[src/rtl/pipe_pkg.sv]
// Shared definitions for the elastic pipeline stage: occupancy states, the
// default bubble word and the field layout of the M/W payload.
package pipe_pkg;

  localparam int PAYLOAD_W = 161;

  typedef enum logic [1:0] {
    ST_EMPTY = 2'd0,
    ST_ONE   = 2'd1,
    ST_FULL  = 2'd2
  } occ_state_e;

  // All-zero decodes as sll $0,$0,0, so an empty stage looks like a nop.
  localparam logic [PAYLOAD_W-1:0] NOP_WORD = '0;

  localparam int PC_LSB     = 0;
  localparam int INSTR_LSB  = 32;
  localparam int ALUANS_LSB = 64;
  localparam int DMRD_LSB   = 96;
  localparam int SPARE_LSB  = 128;
  localparam int BJUMP_BIT  = 160;

  function automatic logic [PAYLOAD_W-1:0] pack_mw(
    input logic [31:0] pc,
    input logic [31:0] instr,
    input logic [31:0] alu_ans,
    input logic [31:0] dm_rd,
    input logic        b_jump
  );
    logic [PAYLOAD_W-1:0] word;
    word = '0;
    word[PC_LSB     +: 32] = pc;
    word[INSTR_LSB  +: 32] = instr;
    word[ALUANS_LSB +: 32] = alu_ans;
    word[DMRD_LSB   +: 32] = dm_rd;
    word[BJUMP_BIT]        = b_jump;
    return word;
  endfunction

endpackage

[src/rtl/pipe_slot.sv]
// One payload register of the skid stage: loadable, and clearable back to the
// bubble word so that an emptied slot never exposes stale payload.
module pipe_slot
  import pipe_pkg::*;
#(
  parameter int               WIDTH  = PAYLOAD_W,
  parameter logic [WIDTH-1:0] BUBBLE = {WIDTH{1'b0}}
) (
  input  logic             clk,
  input  logic             reset,
  input  logic             clear,
  input  logic             load,
  input  logic [WIDTH-1:0] d,
  output logic [WIDTH-1:0] q
);

  always_ff @(posedge clk) begin
    if (reset || clear) begin
      q <= BUBBLE;
    end else if (load) begin
      q <= d;
    end
  end

endmodule

[src/rtl/pipe_skid_stage.sv]
// Elastic pipeline stage with a two-entry skid buffer, a registered in_ready,
// flush support and a saturating counter of entries discarded by flush.
module pipe_skid_stage
  import pipe_pkg::*;
#(
  parameter int               WIDTH  = PAYLOAD_W,
  parameter logic [WIDTH-1:0] BUBBLE = {WIDTH{1'b0}}
) (
  input  logic             clk,
  input  logic             reset,
  input  logic             flush,
  input  logic             in_valid,
  output logic             in_ready,
  input  logic [WIDTH-1:0] in_data,
  output logic             out_valid,
  input  logic             out_ready,
  output logic [WIDTH-1:0] out_data,
  output logic [1:0]       occupancy,
  output logic [15:0]      drop_cnt
);

  occ_state_e       state;
  occ_state_e       state_next;
  logic             in_fire;
  logic             out_fire;
  logic             main_load;
  logic             main_from_skid;
  logic             main_clear;
  logic             skid_load;
  logic [WIDTH-1:0] main_d;
  logic [WIDTH-1:0] main_q;
  logic [WIDTH-1:0] skid_q;
  logic [2:0]       drop_inc;
  logic [16:0]      drop_sum;

  assign out_valid = (state != ST_EMPTY);
  assign in_fire   = in_valid & in_ready;
  assign out_fire  = out_valid & out_ready;
  assign occupancy = state;
  assign out_data  = main_q;

  always_comb begin
    state_next     = state;
    main_load      = 1'b0;
    main_from_skid = 1'b0;
    skid_load      = 1'b0;
    unique case (state)
      ST_EMPTY: begin
        if (in_fire) begin
          state_next = ST_ONE;
          main_load  = 1'b1;
        end
      end
      ST_ONE: begin
        if (in_fire && out_fire) begin
          main_load = 1'b1;
        end else if (in_fire) begin
          state_next = ST_FULL;
          skid_load  = 1'b1;
        end else if (out_fire) begin
          state_next = ST_EMPTY;
        end
      end
      ST_FULL: begin
        if (out_fire) begin
          state_next     = ST_ONE;
          main_load      = 1'b1;
          main_from_skid = 1'b1;
        end
      end
      default: state_next = ST_EMPTY;
    endcase
    if (flush) begin
      state_next = ST_EMPTY;
    end
  end

  // Clearing main whenever the stage drains keeps out_data at BUBBLE in EMPTY.
  assign main_clear = flush | (state_next == ST_EMPTY);
  assign main_d     = main_from_skid ? skid_q : in_data;

  pipe_slot #(.WIDTH(WIDTH), .BUBBLE(BUBBLE)) u_main (
    .clk   (clk),
    .reset (reset),
    .clear (main_clear),
    .load  (main_load),
    .d     (main_d),
    .q     (main_q)
  );

  pipe_slot #(.WIDTH(WIDTH), .BUBBLE(BUBBLE)) u_skid (
    .clk   (clk),
    .reset (reset),
    .clear (flush),
    .load  (skid_load),
    .d     (in_data),
    .q     (skid_q)
  );

  // Held entries, minus one leaving downstream, plus one arriving this cycle.
  assign drop_inc = {1'b0, state} + {2'b00, in_fire} - {2'b00, out_fire};
  assign drop_sum = {1'b0, drop_cnt} + {14'd0, drop_inc};

  always_ff @(posedge clk) begin
    if (reset) begin
      state    <= ST_EMPTY;
      in_ready <= 1'b1;
      drop_cnt <= 16'd0;
    end else begin
      state    <= state_next;
      in_ready <= (state_next != ST_FULL);
      if (flush) begin
        drop_cnt <= drop_sum[16] ? 16'hFFFF : drop_sum[15:0];
      end
    end
  end

endmodule

[config.mk]
export PLATFORM = sky130hd
export DESIGN_NAME = pipe_skid_stage
export DESIGN_NICKNAME = d
export VERILOG_FILES = /design/src/rtl/pipe_pkg.sv /design/src/rtl/pipe_slot.sv /design/src/rtl/pipe_skid_stage.sv
export SDC_FILE = /design/constraint.sdc
export NUM_CORES = 1
export LEC_CHECK = 0
export BUFFER_PORTS_ARGS = -buffer_cell sky130_fd_sc_hd__buf_4
export CAP_MARGIN = 20
export CORE_MARGIN = 5
export CORE_UTILIZATION = 45
export CTS_CLUSTER_SIZE = 14
export DETAILED_ROUTE_END_ITERATION = 12
export PLACE_DENSITY_LB_ADDON = 0.15
export SETUP_SLACK_MARGIN = 0.05
export SLEW_MARGIN = 20
export SYNTH_ARGS = -nofsm -noshare
export SYNTH_HDL_FRONTEND = slang
export SYNTH_HIERARCHICAL = 1
export SYNTH_SLANG_ARGS = --single-unit
[constraint.sdc]
create_clock -name clk -period 4.23 [get_ports clk]
set_input_delay 0.846 -clock clk [delete_from_list [all_inputs] [get_ports clk]]
set_output_delay 0.846 -clock clk [all_outputs]
set_load 0.01 [all_outputs]
## After elaboration in Yosys (flattened, before gate mapping)

Cells that the tools add are included.
Widths: inputs -> output; s select.

- Flip-flop bits (word level): 341
- Input port bits: 166
- Output and inout port bits: 181

- Add/subtract/negate cells: 3
- Equality and inequality tests: 3
- Multiplexer cells: 16
- Bitwise gates (word level): 3
- Reductions and logical operators: 6

Operators with widths:

| operator | count |
|---|---|
| $mux 161 | 1 |
| $add 16x3->17 | 1 |
| $mux 16 | 1 |
| $mux 2 | 6 |
| $mux 1 | 6 |
| $pmux 2 s3 | 1 |
| $logic_not 2->1 | 2 |
| $add 2x1->3 | 1 |
| $pmux 1 s3 | 1 |
| $sub 3x1->3 | 1 |
| $and 1x1->1 | 2 |
| $eq 2x1->1 const B | 1 |
| $eq 2x2->1 const B | 1 |
| $logic_or 1x1->1 | 2 |
| $ne 2x2->1 const B | 1 |
| $reduce_bool 2->1 | 1 |
| $logic_and 1x1->1 | 1 |
| $or 1x1->1 | 1 |

## Depth between registers and ports, before layout

Gate-level depths: netlist of run 1.

- Word-level depth: 10
- Depth in mapped cells: 14

## Modules after synthesis

Netlist of run 1, hierarchy kept.

By module, submodules not included:

| module | instances | cells an instance | area each (µm²) | seq. area each (µm²) |
|---|---|---|---|---|
| pipe_slot | 2 | 520 | 5,748.0 | 3,223.1 |
| pipe_skid_stage | 1 | 321 | 3,140.5 | 380.4 |

## Least setup slack after synthesis of run 1

OpenSTA, ideal clock, no wires.

- Kind: input to register
- Start point: in in_valid
- End point: reg drop_cnt[14]
- Library setup time: 0.091 ns
- Arrival: 3.444 ns
- Setup slack: 0.695 ns
- Stages: 13
- Buffers on the path: 1
- Cell sequence: nand2_1 -> inv_1 -> ha_1 -> inv_1 -> ha_1 -> fa_1 -> inv_1 -> fa_1 -> nor2b_1 -> o2111a_1 -> clkbuf_1 -> a31oi_1 -> a311oi_1

- Word-level cells in the longest chain between the ends: 5

Ends and longest elaborated chain:

| what | line | text |
|---|---|---|
| start: declaration | pipe_skid_stage.sv:12 | `input logic in_valid,` |
| $and 1x1->1 | pipe_skid_stage.sv:37 | `assign in_fire = in_valid & in_ready;` |
| $add 2x1->3 | pipe_skid_stage.sv:101 | `assign drop_inc = {1'b0, state} + {2'b00, in_fire} - {2'b00, out_fire};` |
| $sub 3x1->3 | pipe_skid_stage.sv:101 |  |
| $add 16x3->17 | pipe_skid_stage.sv:102 | `assign drop_sum = {1'b0, drop_cnt} + {14'd0, drop_inc};` |
| $mux 16 | pipe_skid_stage.sv:113 | `drop_cnt <= drop_sum[16] ? 16'hFFFF : drop_sum[15:0];` |
| end signal: assignment | pipe_skid_stage.sv:113 |  |
| end: declaration | pipe_skid_stage.sv:19 | `output logic [15:0] drop_cnt` |

Every way passes these cells.
A chain may end at the register's enable or synchronous reset.

## Worst setup path in the final report of run 1

- Start point: reg state[0] (netlist: occupancy[0])
- End point: reg drop_cnt[13]

- Word-level cells in the longest chain between the ends: 5

Ends and longest elaborated chain:

| what | line | text |
|---|---|---|
| start: declaration | pipe_skid_stage.sv:22 | `occ_state_e state;` |
| start signal: assignment | pipe_skid_stage.sv:110 | `state <= state_next;` |
| parallel branches: the longest is 2 deep, another holds $add 2x1->3 | -- |  |
| $sub 3x1->3 * | pipe_skid_stage.sv:101 |  |
| $add 16x3->17 * | pipe_skid_stage.sv:102 |  |
| $mux 16 * | pipe_skid_stage.sv:113 |  |

Mark *: on every way between the ends.

==> flow_summary.toml, run 1 <==
[global_route]
overflow = 0
grt_pass1_vias = 10469
globalRouteTotalUtil_pct = 18.9
antenna_found_initial = 0
grt_pass1_wl_um = 56800
grt_start_max_net_pins = 89

[sta]
setup-violations-final = 0
fmax_mhz = 284
tightest_slew_ps = 739
slew_headroom_pct = 50.7
fin_setup_tns_ps = 0
drv_slew = 0
finalCritPeriodShare_pct = 83.2
setup_ws_ps = 712
report.final.hold_viol_count = 0
final.min_clock_period_ps = 3520
finClkSkew_ps = 16.8
rsz0062_at_grt = "false"
fin_hold_ws_ps = 487

[synthesis]
synth.most_common_cell = "dfxtp_1"
avgSynthCellArea_um2 = 10.8
synthArstFlopShare_pct = 0
yosys_warnings = 6
yosys.area.top_type = "dfxtp_1"
yosysSeqAreaShare_pct = 46.6
synth.distinct_cells = 44
synthFlopType = "dfxtp_1"
synth_area_leaders = "dfxtp_1 47%, mux2i_1 22%, mux2_2 12%"
syn-cell-area_um2 = 14600
synth-edff-count = 0
synthCells = 1361
synth_top_area_share_pct = 46.6
synth_fp_nets = 1536
ys_ff_latch = 341
synthTopCellsByCount = "341 x dfxtp_1, 335 x nor2_1, 325 x mux2i_1"

[clock_tree]
cts_sinks = 341
cts_tree = "yes"
cts_buffers = 38
root_buffer = "clkbuf_16"
hold_buffers = 0
insertion_delay_ps = 510
path_clk_slew_ps = 60
postCtsSetupBuffers = 0
htree_levels = 2
cts_buffer_depth = 3
cts_resized = 0

[floorplanning]
core_um2 = 32300
start_util_pct = 45.3
die_w_um = 190
ios = 347
die_h_um = 190
design.die.area_um2 = 36200
rows = 66

[worst_setup_path]
path_delay_family = "adder cells"
start_kind = "flop"
crit_buf_inv = 1
crit_type = "reg -> reg"
critPathMaxFanout = 12
cpPeakStageDelay_ps = 580
critical_path_arrival_ps = 3960
cp-end-kind = "flop"
crit_slowest_cell = "dfxtp_1"
path_cells = "or2_2 -> nand2_1 -> ha_1 -> inv_1 -> ha_1 -> fa_1 -> xnor2_1 -> ha_1 -> o21ai_0 -> or4_4 -> or3_1 -> a31oi_1"
ff2ff_setup_slack_ps = 710
cp_common_cell = "ha_1"
crit_required_ps = 4670

[pwr]
power_density_nw_per_um2 = 399
max-vdd-ir-drop_uv = 272
p_leak_uw = 0.00767

[place]
dp_hpwl_um = 23400
gp_congestion = 0.770
portBuffers = 346
dp.cells = 2068
placed_cell_area_um2 = 17300
dp_slack_ps = 354

[cells_and_area]
nNetsFinal = 1841
design_area_um2 = 18600
antennaDiodeCount = 0
layout-drive-gt1-share_pct = 34.6
area_growth_pct = 27.1
instances_no_fill = 2136

[route]
wl_per_cell_um = 16.7
drt-vias-per-instance = 4.91
wl_um = 35700
dr.pass1.iters = 4
dr_total_vias = 10494
drt-initial-drc-count = 498
drcViolationCount = 0
ant_nets = 0

[status]
status = "complete, no violations"

[min_path]
hp-class = "reg -> reg"

[flow_run]
max_cap_violations = 0
-- worst paths after layout --
path | depth (start not counted) | end | start
setup / recovery | 12 | drop_cnt[13] | occupancy[0]
hold reg to reg | 2 | u_skid/q[59] | u_skid/q[59]
hold / removal | 2 | u_skid/q[59] | u_skid/q[59]
setup reg to reg | 12 | drop_cnt[13] | occupancy[0]
-- registers in the layout, summed over array words and instances, names as in the netlist --
name,count
u_main/q,161
occupancy,2
drop_cnt,16
u_skid/q,161
in_ready,1
-- layer usage --
metal  global-route usage [%]  routed length, um  up-vias
met5                        0                  0        -
met4                     3.95                491        0
met3                     6.22               2900       38
met2                     30.6              16500      273
met1                     24.9              15800     4942
li1                         -                  -     5241
-- area by class of cell --
class	count	area, um^2
clock inverter	10	154
tap	442	553
multi-input combinational	910	7010
inverter	14	52.6
sequential	341	6830
clock buffer	58	1180
fill	2841	13700
timing repair buffer	361	2840
-- placed cells by master, fill, tap and decap left out, types with 3 or more instances in the layout --
| cell type | instances |
|---|---|
| nor2b_1 | 3 |
| nor2_1 | 335 |
| a311oi_1 | 4 |
| nor3_1 | 4 |
| xnor2_1 | 4 |
| buf_4 | 351 |
| buf_12 | 10 |
| dfxtp_1 | 341 |
| bufinv_16 | 4 |
| o21ai_0 | 9 |
| nor4_1 | 4 |
| clkinv_2 | 5 |
| clkbuf_16 | 41 |
| a211oi_1 | 3 |
| mux2_2 | 155 |
| ha_1 | 7 |
| a31oi_1 | 3 |
| inv_1 | 14 |
| a21oi_1 | 3 |
| mux2_1 | 6 |
| clkbuf_8 | 9 |
| nand4_1 | 3 |
| mux2i_1 | 325 |
| clkbuf_1 | 8 |
| nand2_1 | 10 |
| xor2_1 | 3 |
-- worst reg2reg max path: stages, from the launching register on --
cell	delay, ps
dfxtp_1	580
or2_2	210
nand2_1	70
ha_1	270
inv_1	40
ha_1	180
fa_1	370
xnor2_1	140
ha_1	330
o21ai_0	250
or4_4	510
or3_1	360
a31oi_1	150
-- cells by family after synthesis --
group,after synthesis,synth area share (%)
multiplexers,486,34.6
AND/OR/NAND/NOR,377,10.3
flip-flops,341,46.6
buffers and inverters,110,5.68
AO/OA/AOI/OAI,31,1.44
adder cells (fa/ha/maj),9,0.872
XOR/XNOR,7,0.419
-- metrics by stage --
stage | utilization (%) | total power, uW
floorplan | - | 3820
global placement | 53.5 | 4060
global route | 57.6 | 7730
detailed placement | 53.5 | 4070
finish | 57.6 | 7420
CTS | 57.6 | 7530
-- power by group --
group	total (uW)	internal, uW	switching [uW]
logic	700	370	330
clock network	3420	2160	1260
registers	3300	3260	31.4
(Power assumes the default switching activity.)
==> run 2, diff against run 1 <==
- ABC_AREA: default -> 1
- clock period: 4.23 -> 3 ns (I/O delays scaled with it)
==> run 2 against run 1 <==
  * Cell count rose by 49%
  * Highest routed layer unchanged
  * Sequential share of layout area shrank 3.7 points
  * Clock-buffer cell count shrank 1
  * Critical path depth up 4
  * Largest power group is now registers
  * Core utilization shrank 0.84 points
==> flow_summary.toml, run 2 <==
[synthesis]
synth.most_common_cell = "nand2_1"
synthArstFlopShare_pct = 0
synthFlopType = "dfxtp_1"
syn-cell-area_um2 = 16500
avgSynthCellArea_um2 = 6.86
yosys.area.top_type = "dfxtp_1"
yosysSeqAreaShare_pct = 41.4
synth_top_area_share_pct = 41.4
synth_fp_nets = 2581
synthCells = 2406
yosys_warnings = 6
synth.distinct_cells = 28
ys_ff_latch = 341
synth_area_leaders = "dfxtp_1 41%, nand2_1 16%, nor2_1 15%"
synth-edff-count = 0
synthTopCellsByCount = "684 x nand2_1, 666 x nor2_1, 355 x inv_1"

[global_route]
globalRouteTotalUtil_pct = 20.3
overflow = 0
grt_start_max_net_pins = 147
antenna_found_initial = 0
grt_pass1_wl_um = 69000
grt_pass1_vias = 13748

[clock_tree]
htree_levels = 2
root_buffer = "clkbuf_16"
cts_sinks = 341
cts_tree = "yes"
insertion_delay_ps = 540
cts_buffer_depth = 3
path_clk_slew_ps = 60
cts_buffers = 40

[worst_setup_path]
crit_type = "reg -> reg"
crit_slowest_cell = "fa_1"
reg2reg_depth = 16
cpPeakStageDelay_ps = 370
critical_path_arrival_ps = 3210
crit_required_ps = 3440
rr_startpoint = "occupancy[0]"
ff2ff_setup_slack_ps = 230
cp-end-kind = "flop"
start_kind = "flop"
crit_buf_inv = 3
crit_path_end = "drop_cnt[11]"
critPathMaxFanout = 3
path_delay_family = "adder cells"
path_cells = "nor2_2 -> nor2_4 -> inv_1 -> ha_1 -> inv_1 -> ha_2 -> fa_1 -> xnor2_1 -> ha_1 -> or2_2 -> nand2_1 -> nor2_1 -> nand2_1 -> nor2_1 -> o21ai_1 -> inv_1"
crit_path_start = "occupancy[0]"
r2r-end = "drop_cnt[11]"
cp.depth = 16
cp_common_cell = "inv_1"

[pwr]
max-vdd-ir-drop_uv = 409
power_density_nw_per_um2 = 516
p_leak_uw = 0.0103
totalPowerFinal_uw = 10700

[sta]
fin_setup_tns_ps = 0
finalCritPeriodShare_pct = 92.4
final.min_clock_period_ps = 2770
rsz0062_at_grt = "true"
report.final.hold_viol_count = 0
drv_slew = 0
finClkSkew_ps = 13.6
fmax_mhz = 361
slew_headroom_pct = 55.2
setup-violations-final = 0
tightest_slew_ps = 672
fin_hold_ws_ps = 323

[floorplanning]
core_um2 = 36400
start_util_pct = 45.3
ios = 347
die_w_um = 201
die_h_um = 201
design.die.area_um2 = 40600
rows = 70

[cells_and_area]
antennaDiodeCount = 0
final_cell_mix = "682 x nand2_1, 662 x nor2_1, 365 x buf_4"
nNetsFinal = 2876
layout_commonest_cell = "nand2_1"
layout-drive-gt1-share_pct = 22.6
top_regs = "u_main/q: 161 flops, u_skid/q: 161 flops, drop_cnt: 16 flops"
final_core_util_pct = 56.8
area_growth_pct = 25.4

[place]
dp_hpwl_um = 28100
portBuffers = 346
gp_congestion = 0.823

[route]
dr_total_vias = 14408
drcViolationCount = 0
dr.pass1.iters = 5
drt-vias-per-instance = 4.52
ant_nets = 0
wl_um = 42200
wl_per_cell_um = 13.2
drt-initial-drc-count = 804

[status]
status = "complete, no violations"

[flow_run]
max_cap_violations = 0

[min_path]
hp-class = "in -> reg"
-- run 2: changes by cell type after synthesis, sizes merged, moves of 13 or more --
cell	before	now
nand3	2	15
buf	77	105
mux2i	325	0
inv	14	355
nor2	335	669
nand2	10	685
-- run 2: kinds of logic after synthesis --
group	Yosys count	share of synthesized area, %
simple gates	1381	31.8
xor+xnor	4	0.212
buf+inv	481	12.3
flops	341	41.4
mux	161	12.5
fa+ha+maj	9	0.774
compound gates	29	0.955
-- run 2: area by class of cell --
cell class	instances	area, um^2
sequential	341	6830
multi-input combinational	1585	7720
inverter	355	1330
tap	468	586
fill	3464	15700
clock buffer	57	1150
clock inverter	5	78.8
timing repair buffer	378	2990
-- run 2: repair_timing --
action,4_1_cts,5_1_grt
gates resized for setup,1,12
pin swaps,0,6
hold buffers,0,0
cloned,0,1
endpoints found under the setup margin,1,15
buffers inserted,0,3
-- run 2: power breakdown --
group / switching (uW) / internal [uW]
combinational: 693 / 622
sequential: 67.3 / 4640
clock: 1840 / 2800
total: 2600 / 8060
-- run 2: per-layer routing --
layer | global-route usage [%] | part of all wire, % | vias to the layer above
met3 | 5.62 | 6.9 | 60
met1 | 25.6 | 45 | 6415
li1 | - | - | 7628
met4 | 5.76 | 2.1 | 0
met2 | 34.1 | 46 | 305
met5 | 0 | 0 | -
-- run 2: through the flow --
| step | worst slack [ps] | instances | cell area [um^2] |
|---|---|---|---|
| after global placement | -218 | 3123 | 19400 |
| after global routing | 6.06 | 3189 | 20700 |
| final | 227 | 3189 | 20700 |
| after detailed placement | -222 | 3123 | 19400 |
| after floorplan | 61.7 | 2406 | 16500 |
| after CTS | 80.7 | 3185 | 20600 |
-- run 2: worst register-to-register path, stage by stage, from the launching register on --
cell,delay (ps)
dfxtp_2,330
nor2_2,60
nor2_4,80
inv_1,50
ha_1,260
inv_1,40
ha_2,160
fa_1,370
xnor2_1,210
ha_1,320
or2_2,330
nand2_1,90
nor2_1,40
nand2_1,90
nor2_1,60
o21ai_1,130
inv_1,50
-- run 2: worst min path at each step --
stage / start / to / cells past startpoint / slack, ps
after floorplan: u_skid/q[0] / u_skid/q[0] / 2 / 450
after detailed placement: u_skid/q[1] / u_skid/q[1] / 2 / 460
after CTS: reset / occupancy[0] / 2 / 290
after global routing: reset / occupancy[0] / 2 / 300
after global placement: u_skid/q[19] / u_skid/q[19] / 2 / 450
final: reset / occupancy[0] / 2 / 320
==> run 3, diff against run 2 <==
- CELL_PAD_IN_SITES_DETAIL_PLACEMENT: default -> 0
- CELL_PAD_IN_SITES_GLOBAL_PLACEMENT: default -> 2
- CORE_UTILIZATION: 45 -> 27
==> run 3 against run 2 <==
  * Non-clock buffer count grew 8
  * Clock power up 9.9%
  * Via count shrank 0.69%
  * Global-route usage down 5.6 points
  * First-iteration DRC count decreased by 44%
  * Die area increased by 63%
  * Combinational power rose by 3%
  * Sequential share of layout area decreased by 1.0 points
  * Register-to-register slack barely moved
  * Clock skew increased by 3.6 ps
==> flow_summary.toml, run 3 (synthesis results as in run 2) <==
[status]
status = "complete, no violations"

[cells_and_area]
multi_input_area_um2 = 7720
regArea_um2 = 6830
layout_commonest_cell = "nand2_1"
area_growth_pct = 29.4
final_cell_mix = "683 x nand2_1, 662 x nor2_1, 368 x buf_4"
nNetsFinal = 2887
instances_no_fill = 3527
layout-drive-gt1-share_pct = 22.9
fill_cells = 6543
top_regs = "u_main/q: 161 flops, u_skid/q: 161 flops, drop_cnt: 16 flops"

[route]
dr_total_vias = 14309
drt-initial-drc-count = 452
dr.pass1.iters = 5
drcViolationCount = 0
wl_per_cell_um = 14.2
wl_um = 50100
ant_nets = 0
drt-vias-per-instance = 4.06

[sta]
rsz0062_at_grt = "false"
tightest_slew_ps = 671
setup_ws_ps = 216
fmax_mhz = 359
finalCritPeriodShare_pct = 92.8
fin_hold_ws_ps = 321
setup-violations-final = 0
report.final.hold_viol_count = 0
slew_headroom_pct = 55.3
final.min_clock_period_ps = 2780
finClkSkew_ps = 17.3
drv_slew = 0
fin_setup_tns_ps = 0

[global_route]
grt_pass1_wl_um = 78400
overflow = 0
grt_pass1_vias = 13646
grt_start_max_net_pins = 128
globalRouteTotalUtil_pct = 14.7
antenna_found_initial = 6

[worst_setup_path]
start_kind = "flop"
crit_type = "reg -> reg"
critical_path_arrival_ps = 3290
critPathMaxFanout = 10
rr_startpoint = "occupancy[0]"
crit_path_start = "occupancy[0]"
crit_required_ps = 3510
cp-end-kind = "flop"

[clock_tree]
root_buffer = "clkbuf_16"
cts_buffer_depth = 3
cts_buffers = 44
cts_tree = "yes"
htree_levels = 2
path_clk_slew_ps = 60
insertion_delay_ps = 560
hold_buffers = 0
cts_sinks = 341

[place]
portBuffers = 346
gp_congestion = 0.766
dp_hpwl_um = 33200
dp.cells = 3447
dp_slack_ps = -268

[floorplanning]
core_um2 = 60500
rows = 90
die_h_um = 257
start_util_pct = 27.3
ios = 347
design.die.area_um2 = 66100
die_w_um = 257

[pwr]
max-vdd-ir-drop_uv = 308
p_leak_uw = 0.0104
totalPowerFinal_uw = 11200
power_density_nw_per_um2 = 524

[min_path]
hp-class = "in -> reg"
hp-start = "reset"

[flow_run]
max_cap_violations = 0
run 3: cell types whose count changed in the layout (fill, tap and decap cells not counted), moves of 2 or more:
cell	delta
clkbuf_16	+4
clkbuf_8	+3
diode_2	+3
clkbuf_1	+8
buf_12	+5
buf_4	+3
nand2_2	-2
run 3: per-layer routing:
metal / global-route usage (%) / vias to the layer above / part of all wire [%]
li1: - / 7647 / -
met1: 18.7 / 6347 / 45
met2: 24.4 / 244 / 46
met5: 0 / - / 0.084
met3: 4.18 / 65 / 6.3
met4: 3.92 / 6 / 2.0
run 3: final timing paths:
| kind | to | slack [ps] | depth (start not counted) |
|---|---|---|---|
| max | drop_cnt[11] | 220 | 18 |
| min | occupancy[0] | 320 | 2 |
| max reg2reg | drop_cnt[11] | 220 | 18 |
| min reg2reg | u_skid/q[89] | 460 | 2 |
run 3: worst max-delay path, cell delays in order, from the launching register on:
cell	delay (ps)
dfxtp_2	330
nor2_2	60
nor2_4	90
inv_2	30
ha_1	260
inv_1	40
ha_2	170
fa_1	520
inv_2	50
fa_2	360
inv_2	80
nand3_4	70
nand2_4	90
nand2_1	80
nor2_4	150
nand2_4	110
nand2_1	80
o21ai_1	70
inv_1	70
run 3: metrics by stage:
step           util (%)  area (um^2)
6_report           35.3        21300
4_1_cts            35.2        21300
3_3_place_gp       32.9        19900
2_1_floorplan         -        16500
3_5_place_dp       32.9        19900
5_1_grt            35.3        21300
run 3: repair_timing:
action                                  4_1_cts  5_1_grt
gates resized for setup                       2       12
buffers inserted                              0        1
endpoints found under the setup margin       10       15
pin swaps                                     0        6
run 3: cell type report:
type	count	area share [%]
antenna	3	0.0352
clock buffer	72	6.17
clock inverter	4	0.211
inverter	355	6.24
multi-input combinational	1584	36.2
sequential	341	32.0
tap	782	4.58
timing repair buffer	386	14.6
run 3: power breakdown:
group | internal (uW) | switching [uW] | total, uW | leakage, uW
Combinational | 646 | 718 | 1360 | 0.00698
Clock | 3050 | 2050 | 5100 | 0.000666
Sequential | 4640 | 71.5 | 4710 | 0.00276
Total | 8340 | 2840 | 11200 | 0.0104
